### config.mk
export PLATFORM = sky130hd
export DESIGN_NAME = lc3b_load_ext
export DESIGN_NICKNAME = d
export VERILOG_FILES = /design/src/rtl/lc3b_load_ext.sv
export SDC_FILE = /design/constraint.sdc
export NUM_CORES = 1
export LEC_CHECK = 0
export ABC_AREA = 0
export BUFFER_PORTS_ARGS = -buffer_cell sky130_fd_sc_hd__clkbuf_2
export CORE_UTILIZATION = 47
export CTS_BUF_LIST = sky130_fd_sc_hd__clkbuf_16
export CTS_CLUSTER_DIAMETER = 80
export DETAILED_ROUTE_END_ITERATION = 16
export GPL_TIMING_DRIVEN = 1
export PLACE_DENSITY_LB_ADDON = 0.25
export SYNTH_ARGS = -nofsm -noshare
export SYNTH_HDL_FRONTEND = slang
export SYNTH_SLANG_ARGS = --single-unit
### constraint.sdc
create_clock -name clk -period 1.95 [get_ports clk]
set_input_delay 0.0975 -clock clk [delete_from_list [all_inputs] [get_ports clk]]
set_output_delay 0.0975 -clock clk [all_outputs]
set_load 0.05 [all_outputs]
### src/rtl/lc3b_load_ext.sv
// Registered load-extract unit: one memory read per byte/word load, lane select and zero/sign extension.
// Optional misaligned-word trap is enabled with `define LOAD_EXT_MISALIGN_TRAP_EN.
module lc3b_load_ext #(
   parameter int DATA_WIDTH = 16,
   parameter int LANE_WIDTH = 8,
   parameter int ADDR_WIDTH = 16
) (
   input  logic                  clk,
   input  logic                  rst,
   input  logic                  req_valid,
   output logic                  req_ready,
   input  logic [ADDR_WIDTH-1:0] req_addr,
   input  logic                  byteword,
   input  logic                  zextsext,
   output logic                  mem_read,
   output logic [ADDR_WIDTH-1:0] mem_address,
   input  logic                  mem_resp,
   input  logic [DATA_WIDTH-1:0] mem_rdata,
   output logic                  out_valid,
   input  logic                  out_ready,
   output logic [DATA_WIDTH-1:0] out_data,
   output logic                  out_err
);

   localparam int NUM_LANES = DATA_WIDTH / LANE_WIDTH;
   localparam int LANE_BITS = $clog2(NUM_LANES);

   typedef enum logic [1:0] {IDLE, MEM, RESP} state_t;

   state_t                  state_q, state_d;
   logic [ADDR_WIDTH-1:0]   addr_q, addr_d;
   logic [LANE_BITS-1:0]    lane_q, lane_d;
   logic                    byteword_q, byteword_d;
   logic                    zextsext_q, zextsext_d;
   logic [DATA_WIDTH-1:0]   data_q, data_d;
   logic                    err_q, err_d;

   logic [LANE_WIDTH-1:0]   lane_byte;
   logic [DATA_WIDTH-1:0]   ext_data;

   always_comb begin
      lane_byte = '0;
      for (int i = 0; i < NUM_LANES; i++) begin
         if (lane_q == LANE_BITS'(i)) lane_byte = mem_rdata[i*LANE_WIDTH +: LANE_WIDTH];
      end
      if (byteword_q) ext_data = mem_rdata;
      else ext_data = {{(DATA_WIDTH-LANE_WIDTH){zextsext_q & lane_byte[LANE_WIDTH-1]}}, lane_byte};
   end

   always_comb begin
      state_d    = state_q;
      addr_d     = addr_q;
      lane_d     = lane_q;
      byteword_d = byteword_q;
      zextsext_d = zextsext_q;
      data_d     = data_q;
      err_d      = err_q;
      case (state_q)
         IDLE: begin
            if (req_valid) begin
               addr_d     = {req_addr[ADDR_WIDTH-1:LANE_BITS], {LANE_BITS{1'b0}}};
               lane_d     = req_addr[LANE_BITS-1:0];
               byteword_d = byteword;
               zextsext_d = zextsext;
               state_d    = MEM;
`ifdef LOAD_EXT_MISALIGN_TRAP_EN
               // misaligned word: skip memory entirely and report an error result
               if (byteword && (req_addr[LANE_BITS-1:0] != '0)) begin
                  state_d = RESP;
                  data_d  = '0;
                  err_d   = 1'b1;
               end
`endif
            end
         end
         MEM: begin
            if (mem_resp) begin
               data_d  = ext_data;
               state_d = RESP;
            end
         end
         RESP: begin
            if (out_ready) begin
               state_d = IDLE;
               err_d   = 1'b0;
            end
         end
         default: state_d = IDLE;
      endcase
   end

   always_ff @(posedge clk) begin
      if (rst) begin
         state_q    <= IDLE;
         addr_q     <= '0;
         lane_q     <= '0;
         byteword_q <= 1'b0;
         zextsext_q <= 1'b0;
         data_q     <= '0;
         err_q      <= 1'b0;
      end else begin
         state_q    <= state_d;
         addr_q     <= addr_d;
         lane_q     <= lane_d;
         byteword_q <= byteword_d;
         zextsext_q <= zextsext_d;
         data_q     <= data_d;
         err_q      <= err_d;
      end
   end

   assign req_ready   = (state_q == IDLE);
   assign mem_read    = (state_q == MEM);
   assign out_valid   = (state_q == RESP);
   assign mem_address = addr_q;
   assign out_data    = data_q;
`ifdef LOAD_EXT_MISALIGN_TRAP_EN
   assign out_err     = err_q;
`else
   assign out_err     = 1'b0;
`endif

endmodule

[Yosys cells after proc, flatten, opt, wreduce, memory -nomap -nowiden]
Cells that the tools add are included.
Storage, ports and cells
  logic and storage cells: 22
  bits of input ports: 39
  flip-flop bits (word level): 36
  output and inout port bits: 36
Cells by class
  equality and inequality tests: 5
  bitwise logic cells: 1
  multiplexer cells: 6
  reductions and logical operators: 4
Operators by type and width (number)
  $mux 16: 1
  $mux 8: 1
  $mux 2: 3
  $pmux 2 s3: 1
  $ne 2x1->1 const B: 2
  $reduce_and 2->1: 2
  $reduce_and 3->1: 1
  $eq 2x1->1 const B: 1
  $eq 2x2->1 const B: 1
  $logic_not 2->1: 1
  $ne 2x2->1 const B: 1
  $and 1x1->1: 1

[Depth between registers and ports, before layout]
  depth in word-level cells: 3
  mapped depth: 5
  mapped depth without buffers: 3

[Least setup slack after synthesis]
No wires, ideal clock.
  kind: register to register
  start point: reg state_q[0]
  end point: reg state_q[0]
  clock period less this slack: 1.435 ns
  setup time: 0.066 ns
  cell stages (with the launch flop): 4
  arrival: 1.368 ns
  path buffers: 0
  required time: 1.884 ns
  slack: 0.515 ns
  cell sequence: dfxtp_1 -> nor2b_1 -> a21oi_1 -> nor2_1
On the way
  word-level cells in the longest chain between the ends: 3
  elaborated cells on any way between the ends: 8
  classes of those cells: eq/ne: 5; mux: 1; reduce/logical: 2
RTL lines
  start: declaration: RTL line 30  | state_t state_q, state_d;
  start signal: assignment: RTL line 102  | state_q <= state_d;
  $eq 2x1->1 (*)
  named net mem_read: RTL line 15  | output logic mem_read,
  $ne 2x1->1 (no source line)
  $reduce_and 3->1 (no source line)
The timed path passes the listed nets; every way through them passes the cells marked *.
A chain may end at the register's enable or synchronous reset.

[Worst setup path after layout]
  start point: reg byteword_q
  end point: reg data_q[4] (netlist: out_data[4])
On the way
  word-level cells in the longest chain between the ends: 1
RTL lines
  start: declaration: RTL line 33  | logic byteword_q, byteword_d;
  start signal: assignment: RTL line 105  | byteword_q <= byteword_d;
  $mux 16: RTL line 46  | if (byteword_q) ext_data = mem_rdata;
  end signal: assignment: RTL line 107  | data_q <= data_d;
  end: declaration: RTL line 35  | logic [DATA_WIDTH-1:0] data_q, data_d;
No other way between the ends.

==> summary.txt <==
MaxCap Viol Count = 0
Cells after DPL = 252
Synthesized area = 1480 sq um
Final-layout fill cell count = 218
CTS tree = done
Total GRT Usage = 19.3%
Synth warn = 0
DRT Wirelength = 3.11 mm
Initial antenna violation count = 0
DRC viols = 0
Clk sinks = 36
P&R area growth vs syn = 31.1%
Final hold vios = 0
Die Footprint = 3380 sq um
Max FO, Critical Path = 11
Critical Path Start Type = flip-flop
Total Neg Setup Slack = 0 ns
Crit path DAT = 1.67 ns
Final Setup Violations = 0
Vias in the first global route = 1212
Sequential area share after synthesis = 48.7%
Final Max Slew Viols = 0
ANT nets after route = 0
Vias = 1275
Core Area = 2880 sq um
Crit path from = byteword_q$_SDFFE_PP0P_
Final #Nets = 256
Slew at the pin closest to its max-slew limit = 0.702 ns
Vias per cell = 4.90
Setup crit end kind = flip-flop
Peak supply drop = 0.000630 V
Post-CTS Hold Fix Bufs = 0
Main synth FF type = dfxtp_1
Gpl congestion = 0.722
Async set-reset flop share out of synthesis = 0%
Root Buffer = clkbuf_16
Most frequent cells in the layout = clkbuf_2, nor2_1, dfxtp_1
Kind of critical path = flip-flop to flip-flop
Num CTS Buffers = 5
Chip width = 58.1 um
Critical hold path startpoint = req_addr[1]
Slack of the critical path = 0.398 ns
Slew headroom = 53.2%
First-pass GRT wire length = 4.97 mm
Dpl hpwl = 2.24 mm
RSZ-0062 raised after global routing = false
EDFF count, synth = 0
Pwr/cell area = 1010 nW/um^2
Clock slew at reported path FFs = 0.05 ns
Pin count of the biggest net entering global routing = 37
Share of cells above drive strength 1 = 37.6%
Clock Skew = 0.00261 ns
Starting Density = 51.4%
Worst-skew pair later-pin latency = 0.27 ns
Mean area per synthesized cell = 9.93 sq um
Post-CTS setup buffers = 0
Num ports = 75
Static leakage = 0.000967 uW
Total power draw = 1950 uW
Final Util = 67.4%
Synth cell types = 22
Reg-to-Reg Start = byteword_q$_SDFFE_PP0P_
H-tree levels = 2
GR Overflow Total = 0
Place WS = 0.413 ns
Most common library cell in the layout ignoring fill and taps = clkbuf_2
CTS max path bufs = 2
Final Cycle Share = 79.6%
Number of synthesized register bits = 36
Antenna diodes = 0
FMAX = 645 MHz
Initial DRC Count = 30
Status = finished clean
Worst EP required = 2.07 ns
Die height = 58.1 um
DRT Pass-1 Iters = 4
Final min period = 1.55 ns
Post-Layout Cell Count = 260
I/O Buffers = 72
Rows = 19
DR WL/cell = 12.0 um
Post-CTS Resized = 0
Mapped Cells = 149
Worst hold path class = input port to flip-flop
[per-layer routing]
metal / track usage, % / wire length, um / vias to the layer above
met5: 0 / 0 / -
met4: 6.12 / 28 / 0
met3: 6.03 / 180 / 3
met2: 35.3 / 1580 / 45
met1: 21.1 / 1320 / 585
li1: - / - / 642
[final cells by class]
type	count	area [sq um]	share of cell area, %
flip-flops and latches	36	721	37.2
multi-input cells	98	647	33.4
repair buffers	74	375	19.4
clock buffers	5	125	6.45
well taps	42	52.6	2.71
clock inverters	3	11.3	0.581
inverters	2	7.51	0.387
[final timing paths]
path | end | cells past startpoint | slack, ns
worst min register to register | mem_address[1]$_SDFFE_PP0P_ | 2 | 0.49
worst min-delay path | mem_address[1]$_SDFFE_PP0P_ | 3 | 0.06
worst max register to register | out_data[4]$_SDFFE_PP0P_ | 3 | 0.40
worst max-delay path | out_data[4]$_SDFFE_PP0P_ | 3 | 0.40
[synth_stat cells, types with 2 or more instances]
cell / number / area [sq um]
clkbuf_1: 3 / 11.3
a311oi_1: 8 / 70.1
nand2_1: 8 / 30.0
buf_6: 4 / 45.0
a21oi_1: 2 / 10.0
a211oi_1: 8 / 60.1
inv_1: 2 / 7.51
nor2_1: 37 / 139
mux2i_1: 26 / 260
dfxtp_1: 36 / 721
buf_4: 2 / 15.0
buf_1: 2 / 7.51
buf_8: 2 / 30.0
[registers in the layout (all words and copies together) (netlist names)]
signal       cells
out_data        16
zextsext_q       1
mem_address     15
state_q          2
lane_q           1
byteword_q       1
[stage by stage]
stage	hold WS [ns]	cell area, sq um
2_1_floorplan	0.245	1480
3_3_place_gp	0.332	1800
3_5_place_dp	0.349	1800
4_1_cts	0.0633	1940
5_1_grt	0.0717	1940
6_report	0.0624	1940
[worst max-delay path, cell delays in order, from the launching register on]
cell,delay (ns)
dfxtp_1,0.54
nand2b_1,0.51
mux2i_1,0.26
a211oi_1,0.09
[where the power goes]
| part | total, uW | internal [uW] | switching [uW] |
|---|---|---|---|
| Clock | 724 | 458 | 266 |
| Combinational | 408 | 126 | 282 |
| Sequential | 817 | 786 | 31.4 |
[cell families (layout without fill, tap and decap cells)]
group,Yosys count,in the layout,share of synthesized area [%]
compound gates,18,18,9.48
other cells,1,2,0.254
simple gates,51,51,15.0
mux,27,27,18.4
flops,36,36,48.7
buf+inv,16,84,8.21
Power figures use the tool's default switching activity.
